--- config.mk ---
export PLATFORM = sky130hd
export DESIGN_NAME = odometer_meas_sequencer
export DESIGN_NICKNAME = d
export VERILOG_FILES = /design/src/rtl/odometer_pkg.sv /design/src/rtl/rosc_edge_counter.sv /design/src/rtl/odometer_meas_sequencer.sv
export SDC_FILE = /design/constraint.sdc
export NUM_CORES = 1
export LEC_CHECK = 0
export CORE_MARGIN = 2
export CORE_UTILIZATION = 40
export DETAILED_ROUTE_END_ITERATION = 12
export PLACE_DENSITY = 0.7
export SLEW_MARGIN = 40
export SYNTH_ARGS = -nofsm -noshare
export SYNTH_HDL_FRONTEND = slang
export SYNTH_SLANG_ARGS = --single-unit
--- constraint.sdc ---
create_clock -name clk -period 2 [get_ports clk]
set_input_delay 0.2 -clock clk [delete_from_list [all_inputs] [get_ports clk]]
set_output_delay 0.2 -clock clk [all_outputs]
set_load 0.05 [all_outputs]
--- src/rtl/odometer_pkg.sv ---
// Shared types and constants for the odometer measurement sequencer.
// Ring indices and select encodings are fixed by the ROSC block's pin order.
package odometer_pkg;

  typedef enum logic [2:0] {
    ST_IDLE,
    ST_STRESS,
    ST_SETTLE,
    ST_COUNT,
    ST_STORE,
    ST_DONE
  } state_e;

  localparam logic [1:0] RING_INV  = 2'd0;
  localparam logic [1:0] RING_NAND = 2'd1;
  localparam logic [1:0] RING_NOR  = 2'd2;

  localparam logic [2:0] SEL_INV_OH  = 3'b001;
  localparam logic [2:0] SEL_NAND_OH = 3'b010;
  localparam logic [2:0] SEL_NOR_OH  = 3'b100;

  function automatic logic [2:0] ring_sel(input logic [1:0] idx);
    case (idx)
      RING_INV:  return SEL_INV_OH;
      RING_NAND: return SEL_NAND_OH;
      RING_NOR:  return SEL_NOR_OH;
      default:   return 3'b000;
    endcase
  endfunction

endpackage

--- src/rtl/rosc_edge_counter.sv ---
// Synchronizes the asynchronous ring output, detects rising edges and
// counts them with saturation; a lost edge at full scale flags overflow.
module rosc_edge_counter #(
  parameter int CNT_W = 16
) (
  input  logic             clk,
  input  logic             rst_n,
  input  logic             async_in,
  input  logic             clr,
  input  logic             en,
  output logic [CNT_W-1:0] count,
  output logic             ovf
);

  logic sync1, sync2, sync2_d;
  logic rise;

  // NOTE: sequential state always uses non-blocking assignments so every
  // flop samples the pre-edge value of its neighbours.
  always_ff @(posedge clk or negedge rst_n) begin
    if (!rst_n) begin
      sync1   <= 1'b0;
      sync2   <= 1'b0;
      sync2_d <= 1'b0;
    end else begin
      sync1   <= async_in;
      sync2   <= sync1;
      sync2_d <= sync2;
    end
  end

  assign rise = sync2 & ~sync2_d;

  always_ff @(posedge clk or negedge rst_n) begin
    if (!rst_n) begin
      count <= '0;
      ovf   <= 1'b0;
    end else if (clr) begin
      count <= '0;
      ovf   <= 1'b0;
    end else if (en && rise) begin
      if (&count) ovf <= 1'b1;
      else        count <= count + CNT_W'(1);
    end
  end

endmodule

--- src/rtl/odometer_meas_sequencer.sv ---
// Stress/measure sequencer for the three-ring odometer ROSC block: powers and
// stresses the rings, then gates each ring's edge count over a window.
module odometer_meas_sequencer
  import odometer_pkg::*;
#(
  parameter int CNT_W         = 16,
  parameter int WIN_W         = 16,
  parameter int SETTLE_CYCLES = 8
) (
  input  logic             clk,
  input  logic             rst_n,
  input  logic             stress_en,
  input  logic             ac_mode,
  input  logic             meas_req,
  input  logic [WIN_W-1:0] win_len,
  input  logic             rosc_out,
  output logic             en_power_rosc,
  output logic             en_rosc,
  output logic             meas_stress,
  output logic             sel_inv,
  output logic             sel_nand,
  output logic             sel_nor,
  output logic             start,
  output logic             ac_dc,
  output logic [CNT_W-1:0] cnt_inv,
  output logic [CNT_W-1:0] cnt_nand,
  output logic [CNT_W-1:0] cnt_nor,
  output logic [2:0]       ovf,
  output logic             cnt_valid,
  output logic             busy
);

  // The shared settle/window timer is WIN_W wide; SETTLE_CYCLES must fit.
  localparam logic [WIN_W-1:0] SETTLE_LOAD = WIN_W'(SETTLE_CYCLES - 1);
  localparam logic [WIN_W-1:0] WIN_ONE     = WIN_W'(1);

  state_e           state, state_nx;
  logic [1:0]       idx, idx_nx;
  logic [WIN_W-1:0] tmr, tmr_nx, win_q;
  logic             accept, meas_nx;
  logic [CNT_W-1:0] ring_cnt;
  logic             ring_ovf;

  rosc_edge_counter #(.CNT_W(CNT_W)) u_edge_counter (
    .clk      (clk),
    .rst_n    (rst_n),
    .async_in (rosc_out),
    .clr      ((state == ST_SETTLE) && (tmr == '0)),
    .en       (state == ST_COUNT),
    .count    (ring_cnt),
    .ovf      (ring_ovf)
  );

  // NOTE: every always_comb output gets a default first, so no path can
  // leave a value unassigned and infer a latch.
  always_comb begin
    state_nx = state;
    idx_nx   = idx;
    tmr_nx   = tmr;
    accept   = 1'b0;
    case (state)
      ST_IDLE, ST_STRESS: begin
        if (meas_req) begin
          state_nx = ST_SETTLE;
          idx_nx   = RING_INV;
          tmr_nx   = SETTLE_LOAD;
          accept   = 1'b1;
        end else begin
          state_nx = stress_en ? ST_STRESS : ST_IDLE;
        end
      end
      ST_SETTLE: begin
        if (tmr == '0) begin
          state_nx = ST_COUNT;
          tmr_nx   = win_q - WIN_ONE;
        end else begin
          tmr_nx = tmr - WIN_ONE;
        end
      end
      ST_COUNT: begin
        if (tmr == '0) state_nx = ST_STORE;
        else           tmr_nx   = tmr - WIN_ONE;
      end
      ST_STORE: begin
        if (idx == RING_NOR) begin
          state_nx = ST_DONE;
        end else begin
          state_nx = ST_SETTLE;
          idx_nx   = idx + 2'd1;
          tmr_nx   = SETTLE_LOAD;
        end
      end
      ST_DONE:  state_nx = stress_en ? ST_STRESS : ST_IDLE;
      default:  state_nx = ST_IDLE;
    endcase
  end

  assign meas_nx = state_nx inside {ST_SETTLE, ST_COUNT, ST_STORE};

  // Outputs are decoded from the next state so they change with the state.
  always_ff @(posedge clk or negedge rst_n) begin
    if (!rst_n) begin
      state         <= ST_IDLE;
      idx           <= RING_INV;
      tmr           <= '0;
      win_q         <= WIN_ONE;
      en_power_rosc <= 1'b0;
      en_rosc       <= 1'b0;
      meas_stress   <= 1'b0;
      {sel_nor, sel_nand, sel_inv} <= 3'b000;
      start         <= 1'b0;
      ac_dc         <= 1'b0;
      cnt_valid     <= 1'b0;
      busy          <= 1'b0;
    end else begin
      state <= state_nx;
      idx   <= idx_nx;
      tmr   <= tmr_nx;
      if (accept) win_q <= (win_len == '0) ? WIN_ONE : win_len;
      en_power_rosc <= meas_nx || (state_nx == ST_STRESS);
      en_rosc       <= meas_nx;
      meas_stress   <= meas_nx;
      {sel_nor, sel_nand, sel_inv} <= meas_nx ? ring_sel(idx_nx) : 3'b000;
      start         <= (state_nx == ST_STRESS);
      ac_dc         <= (state_nx == ST_STRESS) && ac_mode;
      cnt_valid     <= (state_nx == ST_DONE);
      busy          <= meas_nx || (state_nx == ST_DONE);
    end
  end

  // NOTE: result registers are reset so a mid-measurement reset never leaves
  // stale counts visible to software.
  always_ff @(posedge clk or negedge rst_n) begin
    if (!rst_n) begin
      cnt_inv  <= '0;
      cnt_nand <= '0;
      cnt_nor  <= '0;
      ovf      <= 3'b000;
    end else if (state == ST_STORE) begin
      case (idx)
        RING_INV:  begin cnt_inv  <= ring_cnt; ovf[0] <= ring_ovf; end
        RING_NAND: begin cnt_nand <= ring_cnt; ovf[1] <= ring_ovf; end
        RING_NOR:  begin cnt_nor  <= ring_cnt; ovf[2] <= ring_ovf; end
        default:   ;
      endcase
    end
  end

endmodule

==> metrics, run 1 <==
status=finished, violations left; violated checks=setup timing; Die W=120.3 um; root buffer cell=clkbuf_16; gr ovfl total=0; Slew @ Worst Pin=roughly 590 ps; Synth Register Bits=between 100 and 150; post-DR vias/cell=between 5 and 6; core region area=0.01324 sq mm; EDFF count, synth=0; Worst Path Max Fanout=17; fmax=about 480 MHz; Final Wtd Congestion=slightly above 0.9; most common cell after layout, fill and taps aside=dfrtp_1; Nets=between 600 and 700; Flop pwr share=0.372; largest net degree at the start of global routing=50; CTS sink cnt=roughly 120; Slew HR=0.6043; share of the synthesized area in the top cell type=0.5369; CP startpoint=tmr[8]; Max Slew Vio Count=0; Die H=around 120 um; period utilization=1.040; Setup crit start kind=flip-flop; first-pass iteration count of the detailed router=5; # rows=42; PortBufs=between 80 and 90; internal power=about 5.7 mW; Post-Route WL=~14 mm; clk_skew=approximately 7 ps; number of fill cells in the layout=between 1000 and 1500; Synth Instances=502; sequential share of the synthesized area=0.5418; Post-synth ARST share=1.000; register area=0.002929 sq mm; Main synth FF type=dfrtp_1; Clk pwr share=0.369; Synth Net Count=roughly 530; DR vias=4513; Area Growth Syn to Fin=43.97%; ANT nets after route=0; final setup fails=12; first-pass GRT wire length=22.07 mm; worst path required time=2330 ps; P_sw=approximately 2.4 mW; Area contributors post-synth=dfrtp_1 54%, mux2_2 10%, nand2_1 4.7%; HPWL after detailed placement=9.253 mm; RSZ-0062 raised after global routing=yes; critical path arrival=between 2000 and 2500 ps; leak pwr=between 3 and 4 nW; PD cells=about 1100 mW/mm^2; Hold Path Origin=rosc_out; Num CTS Buffers=17; starting density of the core=0.4083; clock buffer depth=2; share of layout cells above drive strength 1=0.2960; CTS clk-pin slew, worst paths=approximately 60 ps; synth warn=0; n_diodes=0; antenna violations before repair=0; H-Tree Depth=4; syn avg cell area=10.77 sq um; GRT Util Overall=0.1944; Clk Latency, worst-skew pair=around 410 ps; WL/cell=around 16 um; most frequent cells in the layout=116 x dfrtp_1, 81 x clkdlybuf4s50_1, 66 x nand2_1; die area=about 0.014 sq mm; Sw Ratio=0.2984; Netlist cell types=59; Ports=between 80 and 90; WS Path Type=flip-flop to flip-flop; endpoints failing hold=0; worst slack, placed=-89.13 ps; area leader, netlist=dfrtp_1; Synth Cell Area=around 0.0054 sq mm; vias in the first global route=~4500; area of the multi-input gates=0.002489 sq mm; CTS tree=built; Setup crit end kind=flip-flop; Final WS setup=-81.00 ps; # DRC=0; Comb power frac=0.259; Max Cap Viol=0; maximum vdd drop=~550 uV; final core occ=0.5878; worst reg2reg startpoint=tmr[8]; Hold Path Class=input port to flip-flop; initial drt markers=around 340; fin crit period=2081 ps
-- cell type report --
cell class / count / area share
clock buffers: 19 / 0.05819
clock inverters: 13 / 0.01865
inverters: 13 / 0.006269
multi-input cells: 346 / 0.3197
flip-flops and latches: 117 / 0.3763
well taps: 176 / 0.02829
repair buffers: 161 / 0.1926
-- metrics by stage --
stage	power (mW)	cell area [sq um]	std cells	hold WS, ps	TNS (ps)
after floorplan	3.948	5416	502	-95.59	-19.54
after global placement	4.807	6939	806	138.5	-68.26
after detailed placement	4.889	6939	806	142.9	-671.1
after CTS	8.085	7634	841	233.7	-62.80
after global routing	8.582	7784	845	230.6	-1841
final	8.186	7784	845	246.6	-405.1
-- state kept, by name (all words and copies together) (netlist names), 2 cells and up --
| name | count |
|---|---|
| cnt_inv | 16 |
| ovf | 3 |
| tmr | 16 |
| state | 3 |
| idx | 2 |
| u_edge_counter.count | 16 |
| cnt_nor | 16 |
| cnt_nand | 16 |
| win_q | 16 |
-- cell usage after synthesis, drive strengths merged, types with 6 or more instances --
master,count
o22ai,6
dfrtp,116
ha,7
nand3,9
xor2,13
buf,8
or3,6
or4,6
a21oi,7
nand2,68
a22o,12
o21ai,22
nor3,15
inv,12
nor4,12
nor2,39
nand4,7
xnor2,8
mux2,49
clkbuf,18
-- cells by family (layout without fill, tap and decap cells) --
kind of cell	Yosys count	count (layout)	share of synthesized area
multiplexers	49	49	0.1021
adder cells (fa/ha/maj)	7	7	0.01620
buffers and inverters	39	206	0.02893
AO/OA/AOI/OAI	77	77	0.09905
XOR/XNOR	21	21	0.03402
flip-flops	117	117	0.5418
AND/OR/NAND/NOR	192	192	0.1780
-- path summary, 6_finish.rpt --
| kind | to | slack [ps] | cells after the start |
|---|---|---|---|
| min reg2reg | u_edge_counter.sync2 | 350 | 0 |
| max reg2reg | tmr[15] | -80 | 8 |
| max in group asynchronous | cnt_nand[14] | 1160 | 3 |
| max | tmr[15] | -80 | 8 |
| min | u_edge_counter.sync1 | 250 | 1 |
| min in group asynchronous | win_q[9] | 260 | 2 |
-- what timing repair did --
action                     4_1_cts  5_1_grt
gates cloned                     0        2
gates resized for setup         16       34
hold endpoints to repair        23        0
setup buffers                    2        2
pin swaps                        4       13
hold buffers                     1        0
setup endpoints to repair       17       21
-- per-layer routing --
metal | GRT usage | vias up | routed length, um
met1 | 0.2558 | 2211 | 5962
li1 | - | 2105 | -
met4 | 0.07340 | 0 | 279
met2 | 0.3072 | 167 | 6683
met5 | 0 | - | 0
met3 | 0.05425 | 30 | 755
-- critical path: stages, from the launching register on --
cell and delay [ps]:
dfrtp_1 400, nor4_2 290, buf_4 170, nand4_1 110
buf_6 170, a2111o_1 400, buf_6 170, a21boi_1 130
o211ai_1 150
-- power groups by stage --
stage                     Clock [mW]  Sequential (mW)  Combinational (mW)
final                           3.02             3.05                2.12
after CTS                       3.09             3.02                1.98
after detailed placement           0             3.03                1.86
after floorplan                    0             3.04               0.906
after global placement             0             3.01                1.80
after global routing            3.20             3.09                2.29
(Power assumes the default switching activity.)
==> inputs of run 2 (changes only) <==
--- a/config.mk
+++ b/config.mk
@@ -8,8 +8,10 @@
 export CORE_MARGIN = 2
 export CORE_UTILIZATION = 40
 export DETAILED_ROUTE_END_ITERATION = 12
-export PLACE_DENSITY = 0.7
+export MAX_ROUTING_LAYER = met4
+export PLACE_DENSITY = 0.69
 export SLEW_MARGIN = 40
 export SYNTH_ARGS = -nofsm -noshare
 export SYNTH_HDL_FRONTEND = slang
+export SYNTH_HIERARCHICAL = 1
 export SYNTH_SLANG_ARGS = --single-unit
==> metrics, run 2 <==
CP startpoint=tmr[1] (was tmr[8]); clock buffer depth=2 (unchanged); Clk Latency, worst-skew pair=420 ps (was 410 ps); Final Wtd Congestion=0.8860 (was 0.9046); Hold Path Class=input port to flip-flop (unchanged); P_sw=1.482 mW (was 2.443 mW); period utilization=1.023 (was 1.040); Post-Route WL=14.68 mm (was 13.68 mm); violated checks=setup timing (unchanged); Max Slew Vio Count=0 (unchanged); Final WS setup=-46.57 ps (was -81.00 ps); largest net degree at the start of global routing=35 (was 50); area leader, netlist=dfrtp_1 (unchanged); Slew @ Worst Pin=528.3 ps (was 588.5 ps); Synth Cell Area=0.005675 sq mm (was 0.005406 sq mm); fmax=488.6 MHz (was 480.5 MHz); Area Growth Syn to Fin=49.25% (was 43.97%); RSZ-0062 raised after global routing=yes (unchanged); HPWL after detailed placement=10.16 mm (was 9.253 mm); metal3 WL=593 um (was 755 um); worst reg2reg startpoint=tmr[1] (was tmr[8]); sequential share of the synthesized area=0.5161 (was 0.5418); WL/cell=17.07 um (was 16.19 um); final core occ=0.6102 (was 0.5878); Met1 Wirelength=7.021 mm (was 5.962 mm); Nets=695 (was 685); Slew HR=0.6467 (was 0.6043); core region area=0.01388 sq mm (was 0.01324 sq mm); flop2flop setup slack=-50 ps (was -80 ps); Max Cap Viol=0 (unchanged); worst slack, placed=-245.5 ps (was -89.13 ps); vias in the first global route=4677 (was 4468); Die W=123.1 um (was 120.3 um); n_diodes=0 (unchanged); final setup fails=12 (unchanged); Post-synth ARST share=1.000 (unchanged); Synth Register Bits=117 (unchanged); syn avg cell area=11.70 sq um (was 10.77 sq um); Netlist cell types=77 (was 59); ANT nets after route=0 (unchanged); FF-to-FF path depth=9 (was 8); # rows=43 (was 42); most common cell after layout, fill and taps aside=dfrtp_1 (unchanged); Die H=123.1 um (was 120.3 um); first-pass GRT wire length=24.08 mm (was 22.07 mm); Area contributors post-synth=dfrtp_1 51%, mux2_2 14%, nor2_1 2.2% (was dfrtp_1 54%, mux2_2 10%, nand2_1 4.7%); share of layout cells above drive strength 1=0.4162 (was 0.2960); synth warn=6 (was 0); clk_skew=13.44 ps (was 6.909 ps); first-pass iteration count of the detailed router=4 (was 5); share of the synthesized area in the top cell type=0.5115 (was 0.5369); gr ovfl total=0 (unchanged); DR top layer=met4 (unchanged); worst path required time=2290 ps (was 2330 ps); starting density of the core=0.4089 (was 0.4083); CTS clk-pin slew, worst paths=50 ps (was 60 ps); post-DR vias/cell=5.345 (was 5.341); # DRC=0 (unchanged); GRT Util Overall=0.2131 (was 0.1944); post-route cell area=0.008471 sq mm (was 0.007784 sq mm); DR WL met2=6.873 mm (was 6.683 mm); Setup crit start kind=flip-flop (unchanged); Synth Net Count=513 (was 531); Num CTS Buffers=17 (unchanged); Hold Path Origin=rosc_out (unchanged); area of the multi-input gates=0.002897 sq mm (was 0.002489 sq mm); Post-synth top cells=116 x dfrtp_1, 70 x mux2_2, 33 x nor2_1 (was 116 x dfrtp_1, 68 x nand2_1, 49 x mux2_2); placed cell count=806 (unchanged); Ports=83 (unchanged); critical path arrival=2340 ps (was 2410 ps); maximum vdd drop=554.0 uV (was 554.1 uV); EDFF count, synth=0 (unchanged); root buffer cell=clkbuf_16 (unchanged); Worst Path Max Fanout=8 (was 17); CTS tree=built (unchanged); CTS sink cnt=117 (unchanged); register area=0.002930 sq mm (was 0.002929 sq mm); Main synth FF type=dfrtp_1 (unchanged); fin crit period=2047 ps (was 2081 ps); status=finished, violations left (unchanged); initial drt markers=245 (was 341); most frequent cells in the layout=115 x dfrtp_1, 81 x clkdlybuf4s50_1, 80 x buf_4 (was 116 x dfrtp_1, 81 x clkdlybuf4s50_1, 66 x nand2_1); PD cells=749.2 mW/mm^2 (was 1052 mW/mm^2); Comb power frac=0.080 (was 0.259); Sw Ratio=0.2335 (was 0.2984); die area=0.01516 sq mm (was 0.01446 sq mm); Synth Instances=485 (was 502); number of fill cells in the layout=1112 (was 1080); antenna violations before repair=0 (unchanged); PortBufs=82 (unchanged); CP endpoint=u_edge_counter/count[0] (was tmr[15]); DR vias=4597 (was 4513); endpoints failing hold=0 (unchanged); Flop pwr share=0.402 (was 0.372); leak pwr=3.775 nW (was 3.502 nW); count leader, synth=dfrtp_1 (unchanged); WS Path Type=flip-flop to flip-flop (unchanged); final std cells w/o fill=860 (was 845); H-Tree Depth=4 (unchanged); internal power=4.865 mW (was 5.743 mW); Setup crit end kind=flip-flop (unchanged); Hold Slack=231.0 ps (was 246.6 ps); Clk pwr share=0.518 (was 0.369); R2R Path End=u_edge_counter/count[0] (was tmr[15]); cell area after placement=0.007313 sq mm (was 0.006939 sq mm)
[run 2: cell types whose count changed in the layout (fill, tap and decap cells not counted), sizes merged, moves of 5 or more]
cell / previous run / this run
a21oi: 7 / 15
o21ai: 22 / 15
nor2: 39 / 33
inv: 17 / 22
and3: 5 / 0
buf: 78 / 100
o22ai: 6 / 1
nand2: 68 / 25
nor2b: 1 / 9
mux2: 49 / 71
a22o: 12 / 5
[run 2: cells by family after synthesis]
| family | Yosys count | synth area share |
|---|---|---|
| and+or+nand+nor | 158 | 0.1709 |
| DFF | 117 | 0.5161 |
| AOI/OAI and AO/OA | 78 | 0.09700 |
| muxes | 75 | 0.1486 |
| buffers and inverters | 37 | 0.03263 |
| xor gates and xnor gates | 14 | 0.02161 |
| adders and majority gates | 6 | 0.01323 |
[run 2: worst min path at each step]
| stage | end | slack, ps | depth (start not counted) |
|---|---|---|---|
| final | u_edge_counter/sync1 | 230 | 1 |
| after global routing | u_edge_counter/sync1 | 210 | 1 |
| after CTS | u_edge_counter/sync1 | 210 | 1 |
| after detailed placement | win_q[3] | 200 | 1 |
| after global placement | win_q[2] | 190 | 1 |
| after floorplan | ac_dc | -100 | 0 |
[run 2: layout make-up]
| class | count | share of cell area |
|---|---|---|
| sequential | 117 | 0.3459 |
| multi-input combinational | 331 | 0.3420 |
| timing repair buffer | 182 | 0.1996 |
| clock buffer | 19 | 0.05347 |
| tap | 180 | 0.02659 |
| clock inverter | 13 | 0.02275 |
| inverter | 17 | 0.008715 |
| timing repair inverter | 1 | 0.001034 |
[run 2: metrics by stage]
| step | setup TNS [ps] | total power, mW |
|---|---|---|
| after detailed placement | -4543 | 3.061 |
| final | -349.5 | 6.346 |
| after CTS | -176.5 | 6.392 |
| after floorplan | -2923 | 2.773 |
| after global routing | -1829 | 6.610 |
| after global placement | -2926 | 3.029 |
[run 2: layer usage]
metal  global-route usage  vias up
li1                     -     2180
met1               0.2864     2291
met2               0.3153      110
met3              0.05120       16
met4              0.07813        0
met5                    -        -
[run 2: what timing repair did]
action | in CTS | in global routing
endpoints found under the hold margin | 31 | 0
resized for setup | 29 | 60
buffers inserted | 13 | 11
cloned | 1 | 0
pin swaps | 5 | 27
setup endpoints to repair | 32 | 30
hold buffers | 1 | 0
[run 2: power by group through the flow]
stage,clock network [mW],logic (mW),registers (mW)
after floorplan,0,0.204,2.57
after CTS,3.36,0.496,2.54
after global routing,3.48,0.566,2.56
final,3.29,0.510,2.55
after global placement,0,0.459,2.57
after detailed placement,0,0.479,2.58
[run 2: worst max-delay path, stage by stage, from the launching register on]
cell and delay [ps]:
dfrtp_1 390, inv_2 90, ha_4 130, nor4b_4 190
buf_6 160, nand4_4 120, or3_4 430, inv_8 110
nor2b_1 50, mux2_4 260
==> inputs of run 3 (changes only) <==
--- a/config.mk
+++ b/config.mk
@@ -5,10 +5,10 @@
 export SDC_FILE = /design/constraint.sdc
 export NUM_CORES = 1
 export LEC_CHECK = 0
+export CORE_ASPECT_RATIO = 0.8
 export CORE_MARGIN = 2
 export CORE_UTILIZATION = 40
 export DETAILED_ROUTE_END_ITERATION = 12
-export MAX_ROUTING_LAYER = met4
 export PLACE_DENSITY = 0.69
 export SLEW_MARGIN = 40
 export SYNTH_ARGS = -nofsm -noshare
==> metrics, run 3 (same netlist as run 2, synthesis figures left out) <==
n_diodes=0 (unchanged); PortBufs=82 (unchanged); WS Path Type=flip-flop to flip-flop (unchanged); post-DR vias/cell=5.467 (was 5.345); Crit path max-delay family=simple AND/OR/NAND/NOR gates (unchanged); status=finished, violations left (unchanged); post-route cell area=0.008234 sq mm (was 0.008471 sq mm); largest net degree at the start of global routing=43 (was 35); Total Power=6.025 mW (was 6.346 mW); clk_skew=10.42 ps (was 13.44 ps); CTS sink cnt=117 (unchanged); period utilization=1.049 (was 1.023); Num CTS Buffers=17 (unchanged); number of fill cells in the layout=1114 (was 1112); Die H=110.5 um (was 123.1 um); most frequent cells in the layout=116 x dfrtp_1, 81 x clkdlybuf4s50_1, 69 x buf_4 (was 115 x dfrtp_1, 81 x clkdlybuf4s50_1, 80 x buf_4); fmax=476.6 MHz (was 488.6 MHz); metal3 WL=777 um (was 593 um); Hold Path Class=input port to flip-flop (unchanged); Max Slew Vio Count=0 (unchanged); register area=0.002929 sq mm (was 0.002930 sq mm); H-Tree Depth=4 (unchanged); # rows=38 (was 43); share of layout cells above drive strength 1=0.3835 (was 0.4162); root buffer cell=clkbuf_16 (unchanged); PD cells=731.7 mW/mm^2 (was 749.2 mW/mm^2); DR vias=4620 (was 4597); CP max stage delay=460 ps (was 430 ps); Worst Path Max Fanout=5 (was 8); worst path required time=2300 ps (was 2290 ps); Max Cap Viol=0 (unchanged); endpoints failing hold=0 (unchanged); Slowest-stage cell, CP=or3_4 (unchanged); HPWL after detailed placement=10.20 mm (was 10.16 mm); ANT nets after route=0 (unchanged); gr ovfl total=0 (unchanged); WL/cell=18.11 um (was 17.07 um); antenna violations before repair=0 (unchanged); most common cell after layout, fill and taps aside=dfrtp_1 (unchanged); fin crit period=2098 ps (was 2047 ps); # DRC=0 (unchanged); core region area=0.01369 sq mm (was 0.01388 sq mm); Post-Route WL=15.30 mm (was 14.68 mm); CTS clk-pin slew, worst paths=60 ps (was 50 ps); GRT Util Overall=0.2061 (was 0.2131); first-pass iteration count of the detailed router=4 (unchanged); initial drt markers=210 (was 245); clock buffer depth=2 (unchanged); final setup fails=15 (was 12); DR WL met2=6.964 mm (was 6.873 mm); Final Wtd Congestion=0.8998 (was 0.8860); leak pwr=3.666 nW (was 3.775 nW); Area Growth Syn to Fin=45.08% (was 49.25%); CTS tree=built (unchanged); cells along the critical path=inv_2, ha_4, nor4b_4, nand4_4, or3_4, inv_8, nor2_1, mux2_4 (was inv_2, ha_4, nor4b_4, buf_6, nand4_4, or3_4, inv_8, nor2b_1, mux2_4); starting density of the core=0.4145 (was 0.4089); RSZ-0062 raised after global routing=yes (unchanged); first-pass GRT wire length=24.07 mm (was 24.08 mm); critical path arrival=2400 ps (was 2340 ps); Setup crit start kind=flip-flop (unchanged); Slew @ Worst Pin=593.2 ps (was 528.3 ps); Ports=83 (unchanged); area of the multi-input gates=0.002844 sq mm (was 0.002897 sq mm); Buf+Inv Stages, Crit Path=2 (was 3); Setup crit end kind=flip-flop (unchanged); die area=0.01516 sq mm (about the same); Clk Latency, worst-skew pair=420 ps (about the same); Die W=137.2 um (was 123.1 um); Final WS setup=-98.17 ps (was -46.57 ps); worst slack, placed=-213.0 ps (was -245.5 ps); vias in the first global route=4647 (was 4677); DR top layer=met4 (unchanged); Met1 Wirelength=7.308 mm (was 7.021 mm); cell area after placement=0.007258 sq mm (was 0.007313 sq mm); Nets=680 (was 695); violated checks=setup timing (unchanged); maximum vdd drop=578.9 uV (was 554.0 uV); Slew HR=0.6045 (was 0.6467)
==> run 3: changes by cell type in the layout (fill, tap and decap cells not counted), moves of 3 or more <==
| cell | delta |
|---|---|
| o21ai_0 | +5 |
| buf_4 | -11 |
| clkinv_2 | +4 |
| clkbuf_1 | +3 |
| o21ai_2 | -6 |
| inv_6 | -3 |
| buf_6 | -6 |
==> run 3: layout make-up <==
class / instances / share of cell area
clock buffers: 23 / 0.05805
repair inverters: 2 / 0.002431
multi-input cells: 331 / 0.3454
well taps: 180 / 0.02735
flip-flops and latches: 117 / 0.3557
repair buffers: 166 / 0.1895
clock inverters: 9 / 0.01231
inverters: 17 / 0.009269
==> run 3: through the flow <==
step | hold WS [ps] | instances | TNS [ps] | util
detailed placement | 236.0 | 797 | -2519 | 0.5301
finish | 237.2 | 845 | -660.3 | 0.6013
global placement | 225.3 | 797 | -1447 | 0.5301
floorplan | -95.59 | 485 | -2923 | -
global route | 226.6 | 845 | -2043 | 0.6013
CTS | 216.8 | 840 | -199.9 | 0.5842
==> run 3: path summary, 6_finish.rpt <==
check | start | endpoint | slack, ps | cells after the start
worst max-delay path | tmr[1] | u_edge_counter/count[9] | -100 | 8
worst min-delay path | rosc_out | u_edge_counter/sync1 | 240 | 1
worst max register to register | tmr[1] | u_edge_counter/count[9] | -100 | 8
worst min register to register | u_edge_counter/sync1 | u_edge_counter/sync2 | 360 | 0
max in group asynchronous | rst_n | win_q[0] | 1010 | 3
min in group asynchronous | rst_n | win_q[1] | 320 | 2
==> run 3: power breakdown <==
| part | switching [mW] | leakage (nW) | internal [mW] | total [mW] |
|---|---|---|---|---|
| clock network | 1.07 | 0.287 | 1.92 | 2.99 |
| registers | 0.120 | 1.52 | 2.45 | 2.57 |
| logic | 0.238 | 1.85 | 0.233 | 0.471 |
| total | 1.43 | 3.67 | 4.60 | 6.02 |
==> run 3: metal layers <==
layer | GRT usage | vias up
met5 | 0 | -
met4 | 0.08660 | 0
met3 | 0.05693 | 20
met2 | 0.2945 | 133
met1 | 0.2926 | 2325
li1 | - | 2142
==> run 3: timing repair <==
item,4_1_cts,5_1_grt
gates cloned,1,1
hold endpoints to repair,40,0
endpoints found under the setup margin,29,29
buffers inserted,9,6
pin swaps,8,7
hold buffers,1,0
resized for setup,23,47
